File: src/rtl/cla_nibble_seq_adder_pkg.sv
// Shared types and constants for the nibble-serial carry-look-ahead adder.
// The controller walks the operands one 4-bit nibble at a time.
package cla_seq_pkg;

    localparam int NIBBLE_W = 4;

    typedef enum logic [1:0] {
        S_IDLE,
        S_RUN,
        S_DONE
    } cla_seq_state_t;

endpackage : cla_seq_pkg

File: src/rtl/cla_nibble_seq_adder_slice.sv
// 4-bit carry-look-ahead slice: every carry is computed directly from
// propagate/generate terms, so no ripple path runs through the slice.
module cla4_slice
    import cla_seq_pkg::*;
(
    input  logic [NIBBLE_W-1:0] a,
    input  logic [NIBBLE_W-1:0] b,
    input  logic                cin,
    output logic [NIBBLE_W-1:0] s,
    output logic                cout
);

    logic [NIBBLE_W-1:0] p;
    logic [NIBBLE_W-1:0] g;
    logic                c1;
    logic                c2;
    logic                c3;

    assign p = a ^ b;
    assign g = a & b;

    assign c1   = g[0] | (p[0] & cin);
    assign c2   = g[1] | (p[1] & g[0]) | (p[1] & p[0] & cin);
    assign c3   = g[2] | (p[2] & g[1]) | (p[2] & p[1] & g[0])
                | (p[2] & p[1] & p[0] & cin);
    assign cout = g[3] | (p[3] & g[2]) | (p[3] & p[2] & g[1])
                | (p[3] & p[2] & p[1] & g[0])
                | (p[3] & p[2] & p[1] & p[0] & cin);

    assign s = p ^ {c3, c2, c1, cin};

endmodule : cla4_slice

File: src/rtl/cla_nibble_seq_adder.sv
// Multi-cycle adder: one shared CLA slice processes a nibble per cycle, LSB first,
// with the inter-nibble carry held in a register. Valid/ready on both sides.
//
// state  | meaning
// S_IDLE | ready for operands; accept latches a, b, cin
// S_RUN  | one nibble per cycle, idx counts 0..NIB-1
// S_DONE | result presented on out_sum/out_cout until consumer takes it
module cla_nibble_seq_adder
    import cla_seq_pkg::*;
#(
    parameter int WIDTH = 16
) (
    input  logic             clk,
    input  logic             rst_n,
    input  logic             in_valid,
    output logic             in_ready,
    input  logic [WIDTH-1:0] in_a,
    input  logic [WIDTH-1:0] in_b,
    input  logic             in_cin,
    output logic             out_valid,
    input  logic             out_ready,
    output logic [WIDTH-1:0] out_sum,
    output logic             out_cout,
    output logic             busy
);

    localparam int NIB   = WIDTH / NIBBLE_W;
    localparam int IDX_W = (NIB > 1) ? $clog2(NIB) : 1;
    localparam logic [IDX_W-1:0] IDX_LAST = IDX_W'(NIB - 1);

    cla_seq_state_t      state_q;
    cla_seq_state_t      state_d;
    logic [IDX_W-1:0]    idx_q;
    logic                carry_q;
    logic [WIDTH-1:0]    a_q;
    logic [WIDTH-1:0]    b_q;
    logic [WIDTH-1:0]    sum_q;
    logic                cout_q;

    logic [NIBBLE_W-1:0] a_nib;
    logic [NIBBLE_W-1:0] b_nib;
    logic [NIBBLE_W-1:0] slice_s;
    logic                slice_cout;
    logic                last_nib;

    assign last_nib = (idx_q == IDX_LAST);

    always_comb begin
        a_nib = '0;
        b_nib = '0;
        for (int i = 0; i < NIB; i++) begin
            if (idx_q == IDX_W'(i)) begin
                a_nib = a_q[i*NIBBLE_W +: NIBBLE_W];
                b_nib = b_q[i*NIBBLE_W +: NIBBLE_W];
            end
        end
    end

    cla4_slice u_slice (
        .a    (a_nib),
        .b    (b_nib),
        .cin  (carry_q),
        .s    (slice_s),
        .cout (slice_cout)
    );

    always_ff @(posedge clk) begin
        if (!rst_n) begin
            state_q <= S_IDLE;
        end else begin
            state_q <= state_d;
        end
    end

    always_comb begin
        state_d = state_q;
        case (state_q)
            S_IDLE:  if (in_valid) state_d = S_RUN;
            S_RUN:   if (last_nib) state_d = S_DONE;
            S_DONE:  if (out_ready) state_d = S_IDLE;
            default: state_d = S_IDLE;
        endcase
    end

    always_comb begin
        in_ready  = (state_q == S_IDLE);
        out_valid = (state_q == S_DONE);
        busy      = (state_q != S_IDLE);
    end

    // idx holds at NIB-1 after the last nibble; the next accept clears it.
    always_ff @(posedge clk) begin
        if (!rst_n) begin
            idx_q   <= '0;
            carry_q <= 1'b0;
            a_q     <= '0;
            b_q     <= '0;
            sum_q   <= '0;
            cout_q  <= 1'b0;
        end else begin
            case (state_q)
                S_IDLE: begin
                    if (in_valid) begin
                        a_q     <= in_a;
                        b_q     <= in_b;
                        carry_q <= in_cin;
                        idx_q   <= '0;
                    end
                end
                S_RUN: begin
                    for (int i = 0; i < NIB; i++) begin
                        if (idx_q == IDX_W'(i)) begin
                            sum_q[i*NIBBLE_W +: NIBBLE_W] <= slice_s;
                        end
                    end
                    carry_q <= slice_cout;
                    if (last_nib) begin
                        cout_q <= slice_cout;
                    end else begin
                        idx_q <= idx_q + IDX_W'(1);
                    end
                end
                default: begin
                end
            endcase
        end
    end

    assign out_sum  = sum_q;
    assign out_cout = cout_q;

endmodule : cla_nibble_seq_adder
File: config.mk
export PLATFORM = sky130hd
export DESIGN_NAME = cla_nibble_seq_adder
export DESIGN_NICKNAME = d
export VERILOG_FILES = /design/src/rtl/cla_nibble_seq_adder_pkg.sv /design/src/rtl/cla_nibble_seq_adder_slice.sv /design/src/rtl/cla_nibble_seq_adder.sv
export SDC_FILE = /design/constraint.sdc
export NUM_CORES = 1
export LEC_CHECK = 0
export ABC_AREA = 1
export CAP_MARGIN = 40
export CORE_ASPECT_RATIO = 0.6
export CORE_MARGIN = 2
export CORE_UTILIZATION = 45
export CTS_BUF_LIST = sky130_fd_sc_hd__clkbuf_4 sky130_fd_sc_hd__clkbuf_8
export CTS_CLUSTER_SIZE = 10
export DETAILED_ROUTE_END_ITERATION = 8
export PLACE_DENSITY = 0.87
export SKIP_CTS_REPAIR_TIMING = 1
export SKIP_LAST_GASP = 1
export SLEW_MARGIN = 10
export SYNTH_ARGS = -nofsm -noshare
export SYNTH_HDL_FRONTEND = slang
export SYNTH_SLANG_ARGS = --single-unit
File: constraint.sdc
create_clock -name clk -period 2.3 [get_ports clk]
set_clock_uncertainty 0.2 [all_clocks]
set_input_delay 0.46 -clock clk [delete_from_list [all_inputs] [get_ports clk]]
set_output_delay 0.46 -clock clk [all_outputs]
set_load 0.02 [all_outputs]
Word level (Yosys, flattened, before mapping)
Cells that the tools add are included.

Output and inout port bits: 20. Register bits after elaboration: 54. Logic and storage cells: 78.

$add $sub $neg: 1. Multiplexer cells: 17. Bitwise operators: 29. Reduce and logical (&&, ||, !) cells: 12. Eq/ne operators: 9.

Operator list (number): $mux 4 (8); $and 1x1->1 (16); $reduce_and 2->1 (6); $mux 2 (5); $or 1x1->1 (10); $xor 4x4->4 (2); $eq 2x2->1 const B (3); $ne 2x2->1 const B (3); $pmux 2 s3 (1); $reduce_and 3->1 (2); $and 4x4->4 (1); $eq 2x1->1 const B (2); $logic_not 2->1 (2); $pmux 2 s2 (1); $reduce_bool 2->1 (2); $add 2x1->2 const B (1); $ne 2x1->1 const B (1); $pmux 1 s2 (1); $mux 1 (1).

Depth between registers and ports, before layout
Gate-level depths: netlist (run 1).

Depth after elaboration: 12. Gate-level depth with buffers: 17.

Modules after synthesis
Synthesis (run 1) repeated with hierarchy kept, for this count alone.

Cell total of the unflattened synthesis: 347. Area total of the unflattened synthesis: 2474.9 µm².

Modules (own cells, without submodules): cla_nibble_seq_adder (cells an instance 316, instances 1, sequential area each 1081.0 µm², area each 2285.9 µm²); cla4_slice (cells an instance 31, instances 1, sequential area each 0.0 µm², area each 188.9 µm²).

Least setup slack after synthesis (run 1)
No wires, ideal clock.

Kind: register to register. Start point: register idx_q[0]. End point: register sum_q[11], in the netlist out_sum[11]. Arrival: 2173 ps. Setup slack: -181 ps. Buffers on the path: 2. Required time: 1991 ps. Cell stages (with the launch flop): 18. Setup time: 109 ps. Cell sequence: dfxtp_1 > inv_1 > ha_1 > inv_1 > buf_2 > nand2_1 > a31oi_1 > o21ai_0 > ha_1 > clkbuf_2 > nand2_1 > nor2_1 > nor2_1 > nand2_1 > nand2_1 > nand3_1 > nand2_1 > inv_1.

Cells in the longest elaborated chain, start to end: 11.

RTL lines: start, declared (RTL line cla_nibble_seq_adder.sv:33) `logic [IDX_W-1:0] idx_q;`; start signal, assigned (RTL line cla_nibble_seq_adder.sv:120) `idx_q <= idx_q + IDX_W'(1);`; $logic_not 2->1 (RTL line cla_nibble_seq_adder.sv:52) `if (idx_q == IDX_W'(i)) begin`; $mux 4 (4 in a row) (RTL line cla_nibble_seq_adder.sv:52); $xor 4x4->4 / $and 4x4->4 (equally long branches) (RTL line cla_nibble_seq_adder_slice.sv:19, cla_nibble_seq_adder_slice.sv:20); $and 1x1->1, on equally long branches (RTL line cla_nibble_seq_adder_slice.sv:24, cla_nibble_seq_adder_slice.sv:25); $or 1x1->1, or another cell as far along (RTL line cla_nibble_seq_adder_slice.sv:24) `assign c3 = g[2] | (p[2] & g[1]) | (p[2] & p[1] & g[0])`; $or 1x1->1 / $and 1x1->1 (equally long branches) (RTL line cla_nibble_seq_adder_slice.sv:24, cla_nibble_seq_adder_slice.sv:25); $or 1x1->1 (RTL line cla_nibble_seq_adder_slice.sv:25) `| (p[2] & p[1] & p[0] & cin);`; $xor 4x4->4 (RTL line cla_nibble_seq_adder_slice.sv:30) `assign s = p ^ {c3, c2, c1, cin};`; end signal, assigned by index (RTL line cla_nibble_seq_adder.sv:113) `sum_q[i*NIBBLE_W +: NIBBLE_W] <= slice_s;`; end, declared (RTL line cla_nibble_seq_adder.sv:37) `logic [WIDTH-1:0] sum_q;`.

Several ways; a longest one is shown, not always the timed one. A chain may end at the register's enable or synchronous reset.

Final worst setup path (run 1)
Same ends and word-level chain as after synthesis.

==> results of run 1 <==
-- critical path, stage by stage (launching register included) --
cell and delay [ns]:
dfxtp_4 0.37, buf_6 0.12, ha_4 0.19, nand2_1 0.09
nand2_1 0.06, a31oi_1 0.16, o21ai_1 0.12, ha_4 0.32
buf_6 0.09, nand4_1 0.20, nand2_1 0.17, nand2_2 0.11
nand3_2 0.09, nand2_1 0.06, inv_1 0.05
-- sequential cells by signal, indices dropped and copies added (netlist names) --
name,count
out_cout,1
state_q,2
carry_q,1
a_q,16
out_sum,16
idx_q,2
b_q,16
-- worst max-delay path by stage --
stage	start	end	slack, ns	cells past startpoint
finish	idx_q[0]	out_sum[11]	-0.17	14
global route	idx_q[0]	out_sum[11]	-0.34	15
CTS	idx_q[1]	out_sum[15]	-0.20	14
detailed placement	idx_q[1]	out_sum[15]	-0.16	14
global placement	idx_q[1]	out_sum[14]	-0.05	12
floorplan	idx_q[1]	out_sum[11]	0.004	16
-- final cells by class --
type,count,area (sq um),share of cell area (%)
clock buffers,7,90.09,2.488
clock inverters,1,5.005,0.1382
inverters,29,128.9,3.559
multi-input cells,245,1453,40.12
flip-flops and latches,54,1086,29.99
well taps,69,86.33,2.384
repair buffers,77,767.0,21.18
repair inverters,1,5.005,0.1382
-- logic make-up after synthesis --
group / share of synthesized area (%)
flip-flops: 42.60
AO/OA/AOI/OAI: 18.98
AND/OR/NAND/NOR: 25.34
adder cells (fa/ha/maj): 4.734
buffers and inverters: 7.988
XOR/XNOR: 0.3452
-- placed cells by master (no fill, tap or decap), drive strengths merged --
| cell type | instances |
|---|---|
| a31oi | 5 |
| nand3 | 15 |
| a21o | 1 |
| nand4 | 3 |
| a21oi | 18 |
| clkbuf | 7 |
| o21a | 9 |
| dfxtp | 54 |
| xor2 | 1 |
| clkdlybuf4s50 | 56 |
| fa | 1 |
| o211ai | 3 |
| o21ai | 51 |
| ha | 8 |
| nor2 | 79 |
| clkinv | 3 |
| nand2 | 51 |
| inv | 28 |
| buf | 21 |
-- report_power, final --
| group | internal [W] | switching [W] | total, W | leakage (nW) |
|---|---|---|---|---|
| clock | 0.000255 | 0.000299 | 0.000554 | 0.0517 |
| sequential | 0.00100 | 0.0000478 | 0.00105 | 0.445 |
| combinational | 0.000293 | 0.000332 | 0.000625 | 1.04 |
-- routing by layer --
layer  vias to the layer above  track usage [%]  part of all wire, %
li1                       1260                -                    -
met1                      1162            29.14                   45
met2                       144            32.67                   45
met3                        13            4.505                  8.7
met4                         0            5.743                  1.5
met5                         -                0                    0
-- stage by stage --
step,hold slack [ns],utilization (%)
3_5_place_dp,0.2723,58.89
6_report,0.2903,65.62
2_1_floorplan,0.2231,-
3_3_place_gp,0.2619,58.89
4_1_cts,0.2861,60.61
5_1_grt,0.3068,65.62
==> flow_metrics.env, run 1 <==
export IMPL_yosys_warnings=0
export IMPL_holdCritPathClass="register to register"
export IMPL_grt_pass1_wl_mm=10.53
export IMPL_maxCapViolCount=0
export IMPL_cts_reportedPaths_clkPinSlew_ns=0.09
export IMPL_synth_edff_count=0
export IMPL_die_x_microns=100.9
export IMPL_cts_buffers=5
export IMPL_via_per_inst=5.340
export IMPL_rrSetupSlack_ns=-0.17
export IMPL_r2r_end="out_sum[11]"
export IMPL_io_pins=57
export IMPL_cts_sinks=54
export IMPL_setup_viol=10
export IMPL_violations="setup timing"
export IMPL_fp_row_count=21
export IMPL_yosysTopAreaCell="dfxtp_1"
export IMPL_min_from="out_sum[0]"
export IMPL_area_delta_synth_final_pct=42.70
export IMPL_finalHoldViolCount=0
export IMPL_p_total_w=0.002227
export IMPL_grt_overflow=0
export IMPL_dpl_cell_count=469
export IMPL_syn_inst=344
export IMPL_cts_tree="yes"
export IMPL_grt_pass1_vias=2332
export IMPL_dp_hpwl_mm=4.693
export IMPL_r2r_start="idx_q[0]"
export IMPL_outcome="finished with violations"
export IMPL_antenna_found_initial=0
export IMPL_avgSynthCellArea_sq_um=7.376
export IMPL_finalCriticalPeriod_ns=2.474
export IMPL_yosys_top_cells_count="nor2_1, dfxtp_1, nand2_1"
export IMPL_cts_root_buf="clkbuf_8"
export IMPL_synth_top_flop_cell="dfxtp_1"
export IMPL_ant_nets=0
export IMPL_drt_wirelength_per_cell_microns=14.51
export IMPL_start_util_pct=45.99
export IMPL_cp_start_kind="register"
export IMPL_ys_seq_elements=54
export IMPL_drt_pass1_iter_count=5
export IMPL_yosysUniqueCellTypes=28
export IMPL_port_buffers=56
export IMPL_leakagePower_nw=1.533
export IMPL_synth_nets=390
export IMPL_yosysMostFrequentCell="nor2_1"
export IMPL_setup_tns_ns=-0.8204
export IMPL_max_slew_margin_rel_pct=78.48
export IMPL_whs_path_depth=2
export IMPL_worst_slew_pin_slew_ns=0.3224
export IMPL_clkLatencyLatePin_ns=0.31
export IMPL_cellPowerDensity_nw_per_um2=615.0
export IMPL_h_tree_depth=2
export IMPL_fmax_mhz=404.1
export IMPL_fin_crit_sh_pct=107.6
export IMPL_layout_drive_gt1_share_pct=20.53
export IMPL_core_area_sq_um=5518
export IMPL_syn_area_sq_um=2537
export IMPL_routed_wirelength_mm=7.008
export IMPL_cp_data_required_time_ns=2.36
export IMPL_synth_top_area_share_pct=42.60
export IMPL_cts_buffer_depth=2
export IMPL_grt_max_degree=50
export IMPL_layout_setup_ws_ns=-0.1745
export IMPL_seq_area_frac_synth_pct=42.60
export IMPL_die_area_sq_um=6275
export IMPL_grt_total_usage_pct=20.87
export IMPL_design_area_sq_um=3621
export IMPL_dp_slack_ns=-0.1584
export IMPL_ir_worst_vdd_uv=245.3
export IMPL_drc=0
export IMPL_synth_async_reset_ratio_pct=0
export IMPL_worst_r2r_path_depth=14
export IMPL_drt_iter0_markers=216
export IMPL_nFillCells=431
export IMPL_diodes=0
export IMPL_rsz0062_at_grt="true"
export IMPL_gp_congestion=0.8840
export IMPL_die_height_microns=62.17
export IMPL_fin_nets=459
export IMPL_end_kind="register"
export IMPL_finalMaxSlewViolations=0
export IMPL_crit_fanout=6
export IMPL_yosys_top_cells_area="dfxtp_1, nor2_1, o21ai_0"
export IMPL_fin_cells=483
export IMPL_cp_arrival_ns=2.53
export IMPL_num_vias=2579
export IMPL_path_class="register to register"
export IMPL_postPlaceCellArea_sq_um=3249
export IMPL_hold_end="out_sum[0]"
(Power assumes the default switching activity.)
==> run 2: changes to the inputs <==
- PLACE_DENSITY: 0.87 -> 0.85
- SLEW_MARGIN: 10 -> 20
- clock period: 2.3 -> 2.88 ns (I/O delays scaled with it)
==> flow_metrics.env, run 2 (synthesized netlist as in run 1, its figures left out) <==
export IMPL_critical_path_cell_count=14
export IMPL_io_pins=57
export IMPL_worst_slew_pin_slew_ns=0.4339
export IMPL_setup_viol=0
export IMPL_gp_congestion=0.8803
export IMPL_grt_total_usage_pct=20.19
export IMPL_finalCriticalPeriod_ns=2.683
export IMPL_cp_cell_sequence="inv_1 > ha_1 > clkinvlp_4 > o21ai_0 > o21ai_0 > ha_1 > nand2_1 > nand2_1 > nor2_1 > nand2_1 > nand2_1 > nand3_1 > nand2_1 > inv_1"
export IMPL_end_kind="register"
export IMPL_cts_sinks=54
export IMPL_routed_wirelength_mm=5.916
export IMPL_cts_root_buf="clkbuf_8"
export IMPL_drt_pass1_iter_count=4
export IMPL_crit_path_frequent_cell="nand2_1"
export IMPL_ir_worst_vdd_uv=214.4
export IMPL_fp_row_count=21
export IMPL_grt_pass1_wl_mm=10.24
export IMPL_power_frac_clock_pct=25.5
export IMPL_cts_buffer_depth=2
export IMPL_power_frac_seq_pct=51.6
export IMPL_critPathTopFamily="adder cells"
export IMPL_max_slew_margin_rel_pct=71.07
export IMPL_clkLatencyLatePin_ns=0.31
export IMPL_die_area_sq_um=6275
export IMPL_power_switching_w=0.0004716
export IMPL_cellPowerDensity_nw_per_um2=500.0
export IMPL_setup_tns_ns=0
export IMPL_holdCritPathClass="register to register"
export IMPL_outcome="finished clean"
export IMPL_cts_buffers=5
export IMPL_cp_arrival_ns=2.69
export IMPL_diodes=0
export IMPL_most_common_layout_cells="nor2_1, clkdlybuf4s50_1, dfxtp_1"
export IMPL_num_vias=2372
export IMPL_rrSetupSlack_ns=0.20
export IMPL_fin_nets=443
export IMPL_die_height_microns=62.17
export IMPL_area_delta_synth_final_pct=27.22
export IMPL_cp_start_kind="register"
export IMPL_drt_wirelength_per_cell_microns=12.70
export IMPL_internal_power_w=0.001142
export IMPL_dp_hpwl_mm=4.570
export IMPL_rsz0062_at_grt="false"
export IMPL_final_common_cell="nor2_1"
export IMPL_combPwrFrac_pct=22.9
export IMPL_cts_reportedPaths_clkPinSlew_ns=0.09
export IMPL_nFillCells=509
export IMPL_finalMaxSlewViolations=0
export IMPL_port_buffers=56
export IMPL_cts_tree="yes"
export IMPL_start_util_pct=45.99
export IMPL_grt_overflow=0
export IMPL_layout_drive_gt1_share_pct=7.305
export IMPL_fmax_mhz=372.6
export IMPL_post_route_util_pct=58.50
export IMPL_h_tree_depth=2
export IMPL_drc=0
export IMPL_crit_fanout=14
export IMPL_maxCapViolCount=0
export IMPL_path_buf_inv=3
export IMPL_ant_nets=0
export IMPL_grt_max_degree=50
export IMPL_swShare_pct=29.22
export IMPL_drt_iter0_markers=137
export IMPL_cp_data_required_time_ns=2.89
export IMPL_crit_slowest_cell="ha_1"
export IMPL_die_x_microns=100.9
export IMPL_path_class="register to register"
export IMPL_finalHoldViolCount=0
export IMPL_whs_path_depth=2
export IMPL_core_area_sq_um=5518
export IMPL_antenna_found_initial=0
export IMPL_fin_crit_sh_pct=93.18
export IMPL_worst_r2r_path_depth=14
export IMPL_leakagePower_nw=1.415
export IMPL_via_per_inst=5.090
export IMPL_grt_pass1_vias=2216
export IMPL_slowest_delay_ns=0.38
run 2: power groups by stage:
stage               combinational, W  clock, W  sequential, W
finish                      0.000369  0.000412       0.000833
floorplan                   0.000234         0       0.000850
CTS                         0.000366  0.000422       0.000832
global placement            0.000350         0       0.000848
global route                0.000412  0.000449       0.000839
detailed placement          0.000365         0       0.000849
run 2: area by class of cell:
cell class,instances,area [sq um],area share (%)
well taps,69,86.33,2.674
flip-flops and latches,54,1081,33.49
inverters,29,117.6,3.643
multi-input cells,245,1254,38.84
repair buffers,62,605.6,18.76
clock buffers,7,83.83,2.597
run 2: path summary, 6_finish.rpt:
path / to / from
max: out_sum[3] / idx_q[0]
min: a_q[10] / a_q[10]
min reg2reg: a_q[10] / a_q[10]
max reg2reg: out_sum[3] / idx_q[0]
run 2: per-stage QoR:
step / hold slack, ns / area, sq um / cells / power (W) / setup slack (ns)
finish: 0.2872 / 3228 / 466 / 0.001614 / 0.1965
floorplan: 0.2495 / 2537 / 344 / 0.001083 / 0.3986
CTS: 0.2908 / 3217 / 465 / 0.001621 / 0.1108
detailed placement: 0.2750 / 3133 / 458 / 0.001214 / 0.1284
global route: 0.3151 / 3228 / 466 / 0.001700 / 0.01007
global placement: 0.2663 / 3133 / 458 / 0.001198 / 0.3049
run 2: metal layers:
metal,vias to the layer above,global-route usage (%),wire length (microns)
met5,-,0,0
met1,1079,27.79,2855
met2,65,31.58,2674
li1,1221,-,-
met3,7,4.842,331
met4,0,5.912,55
run 2: worst min-delay path: stages, from the launching register on:
cell and delay, ns:
dfxtp_1 0.33, nor2_1 0.05, nor2_1 0.08
==> run 3: changes to the inputs <==
- REMOVE_ABC_BUFFERS: unset -> 1
==> flow_metrics.env, run 3 (synthesized netlist as in run 1, its figures left out) <==
export IMPL_outcome="finished clean"
export IMPL_ir_worst_vdd_uv=208.1
export IMPL_max_slew_margin_rel_pct=64.38
export IMPL_dp_hpwl_mm=4.462
export IMPL_cts_buffers=5
export IMPL_area_delta_synth_final_pct=27.56
export IMPL_hold_ws_ns=0.2729
export IMPL_internal_power_w=0.001142
export IMPL_antenna_found_initial=0
export IMPL_finalHoldViolCount=0
export IMPL_cts_tree="yes"
export IMPL_design_area_sq_um=3237
export IMPL_crit_slowest_cell="dfxtp_1"
export IMPL_setup_viol=0
export IMPL_die_x_microns=100.9
export IMPL_fin_nets=443
export IMPL_end_kind="register"
export IMPL_dr_wl_met3_microns=496
export IMPL_p_total_w=0.001627
export IMPL_power_frac_seq_pct=51.2
export IMPL_fmax_mhz=361.6
export IMPL_path_class="register to register"
export IMPL_holdCritPathClass="register to register"
export IMPL_grt_max_degree=50
export IMPL_most_common_layout_cells="nor2_1, clkdlybuf4s50_1, dfxtp_1"
export IMPL_core_area_sq_um=5518
export IMPL_worst_slew_pin_slew_ns=0.5335
export IMPL_layout_drive_gt1_share_pct=7.809
export IMPL_grt_total_usage_pct=20.77
export IMPL_crit_fanout=9
export IMPL_routed_wirelength_mm=6.161
export IMPL_diodes=0
export IMPL_maxCapViolCount=0
export IMPL_drt_wirelength_per_cell_microns=13.22
export IMPL_gp_congestion=0.8777
export IMPL_cellPowerDensity_nw_per_um2=502.7
export IMPL_drc=0
export IMPL_grt_pass1_vias=2263
export IMPL_io_pins=57
export IMPL_path_buf_inv=4
export IMPL_via_per_inst=5.163
export IMPL_grt_pass1_wl_mm=10.38
export IMPL_cts_root_buf="clkbuf_8"
export IMPL_highest_layer="met4"
export IMPL_cp_cell_sequence="inv_1 > ha_2 > clkinvlp_4 > buf_4 > a31oi_1 > o21ai_0 > ha_1 > nand2_1 > inv_1 > a21oi_1 > nand3_1 > nor2_1 > nor2_1"
export IMPL_power_switching_w=0.0004849
export IMPL_postPlaceCellArea_sq_um=3118
export IMPL_finalCriticalPeriod_ns=2.766
export IMPL_cts_reportedPaths_clkPinSlew_ns=0.09
export IMPL_fp_row_count=21
export IMPL_critPathTopFamily="adder cells"
export IMPL_wl_met1_mm=2.916
export IMPL_routed_wl_met2_mm=2.656
export IMPL_power_frac_clock_pct=25.8
export IMPL_h_tree_depth=2
export IMPL_combPwrFrac_pct=23.0
export IMPL_cp_start_kind="register"
export IMPL_final_common_cell="nor2_1"
export IMPL_cp_data_required_time_ns=2.89
export IMPL_ant_nets=0
export IMPL_fin_cells=466
export IMPL_cp_arrival_ns=2.78
export IMPL_fin_crit_sh_pct=96.03
export IMPL_swShare_pct=29.80
export IMPL_num_vias=2406
export IMPL_drt_pass1_iter_count=5
export IMPL_port_buffers=56
export IMPL_die_height_microns=62.17
export IMPL_cts_buffer_depth=2
export IMPL_die_area_sq_um=6275
export IMPL_finalMaxSlewViolations=0
export IMPL_grt_overflow=0
export IMPL_start_util_pct=45.99
export IMPL_clkLatencyLatePin_ns=0.31
export IMPL_drt_iter0_markers=144
export IMPL_leakagePower_nw=1.405
export IMPL_cts_sinks=54
export IMPL_slowest_delay_ns=0.36
export IMPL_dpl_cell_count=456
==> run 3: cell count changes in the layout (fill, tap and decap cells not counted), sizes merged <==
cell      delta
buf          -1
clkinvlp     +2
inv          -1
==> run 3: cell type report <==
type,count,area [sq um]
clock buffers,7,83.83
inverters,29,121.4
flip-flops and latches,54,1081
fillers,533,2281
well taps,69,86.33
repair inverters,1,7.507
repair buffers,61,598.1
multi-input cells,245,1259
==> run 3: stage by stage <==
stage	util, %	setup WS (ns)	setup TNS, ns
finish	58.66	0.1142	0
global route	58.66	-0.01913	-0.01913
CTS	58.03	0.08740	0
detailed placement	56.51	0.1001	0
global placement	56.51	0.2494	0
floorplan	-	0.4845	0
==> run 3: tightest hold or removal path, stage by stage (launching register included) <==
cell and delay, ns:
dfxtp_1 0.32, nand2_1 0.06, a21oi_1 0.05
==> run 3: final timing paths <==
check | depth (start not counted) | slack, ns | end | startpoint
worst max-delay path | 13 | 0.11 | carry_q | idx_q[1]
worst min-delay path | 2 | 0.27 | out_sum[0] | out_sum[0]
worst max register to register | 13 | 0.11 | carry_q | idx_q[1]
worst min register to register | 2 | 0.27 | out_sum[0] | out_sum[0]
==> run 3: power groups by stage <==
| stage | clock network [W] | registers, W | logic [W] |
|---|---|---|---|
| 2_1_floorplan | 0 | 0.000850 | 0.000214 |
| 3_3_place_gp | 0 | 0.000848 | 0.000349 |
| 3_5_place_dp | 0 | 0.000850 | 0.000363 |
| 4_1_cts | 0.000427 | 0.000833 | 0.000365 |
| 5_1_grt | 0.000460 | 0.000840 | 0.000414 |
| 6_report | 0.000420 | 0.000833 | 0.000375 |
==> run 3: routing by layer <==
metal | track usage [%] | up-vias
li1 | - | 1225
met1 | 28.78 | 1074
met2 | 31.08 | 95
met3 | 6.306 | 12
met4 | 6.419 | 0
met5 | 0 | -
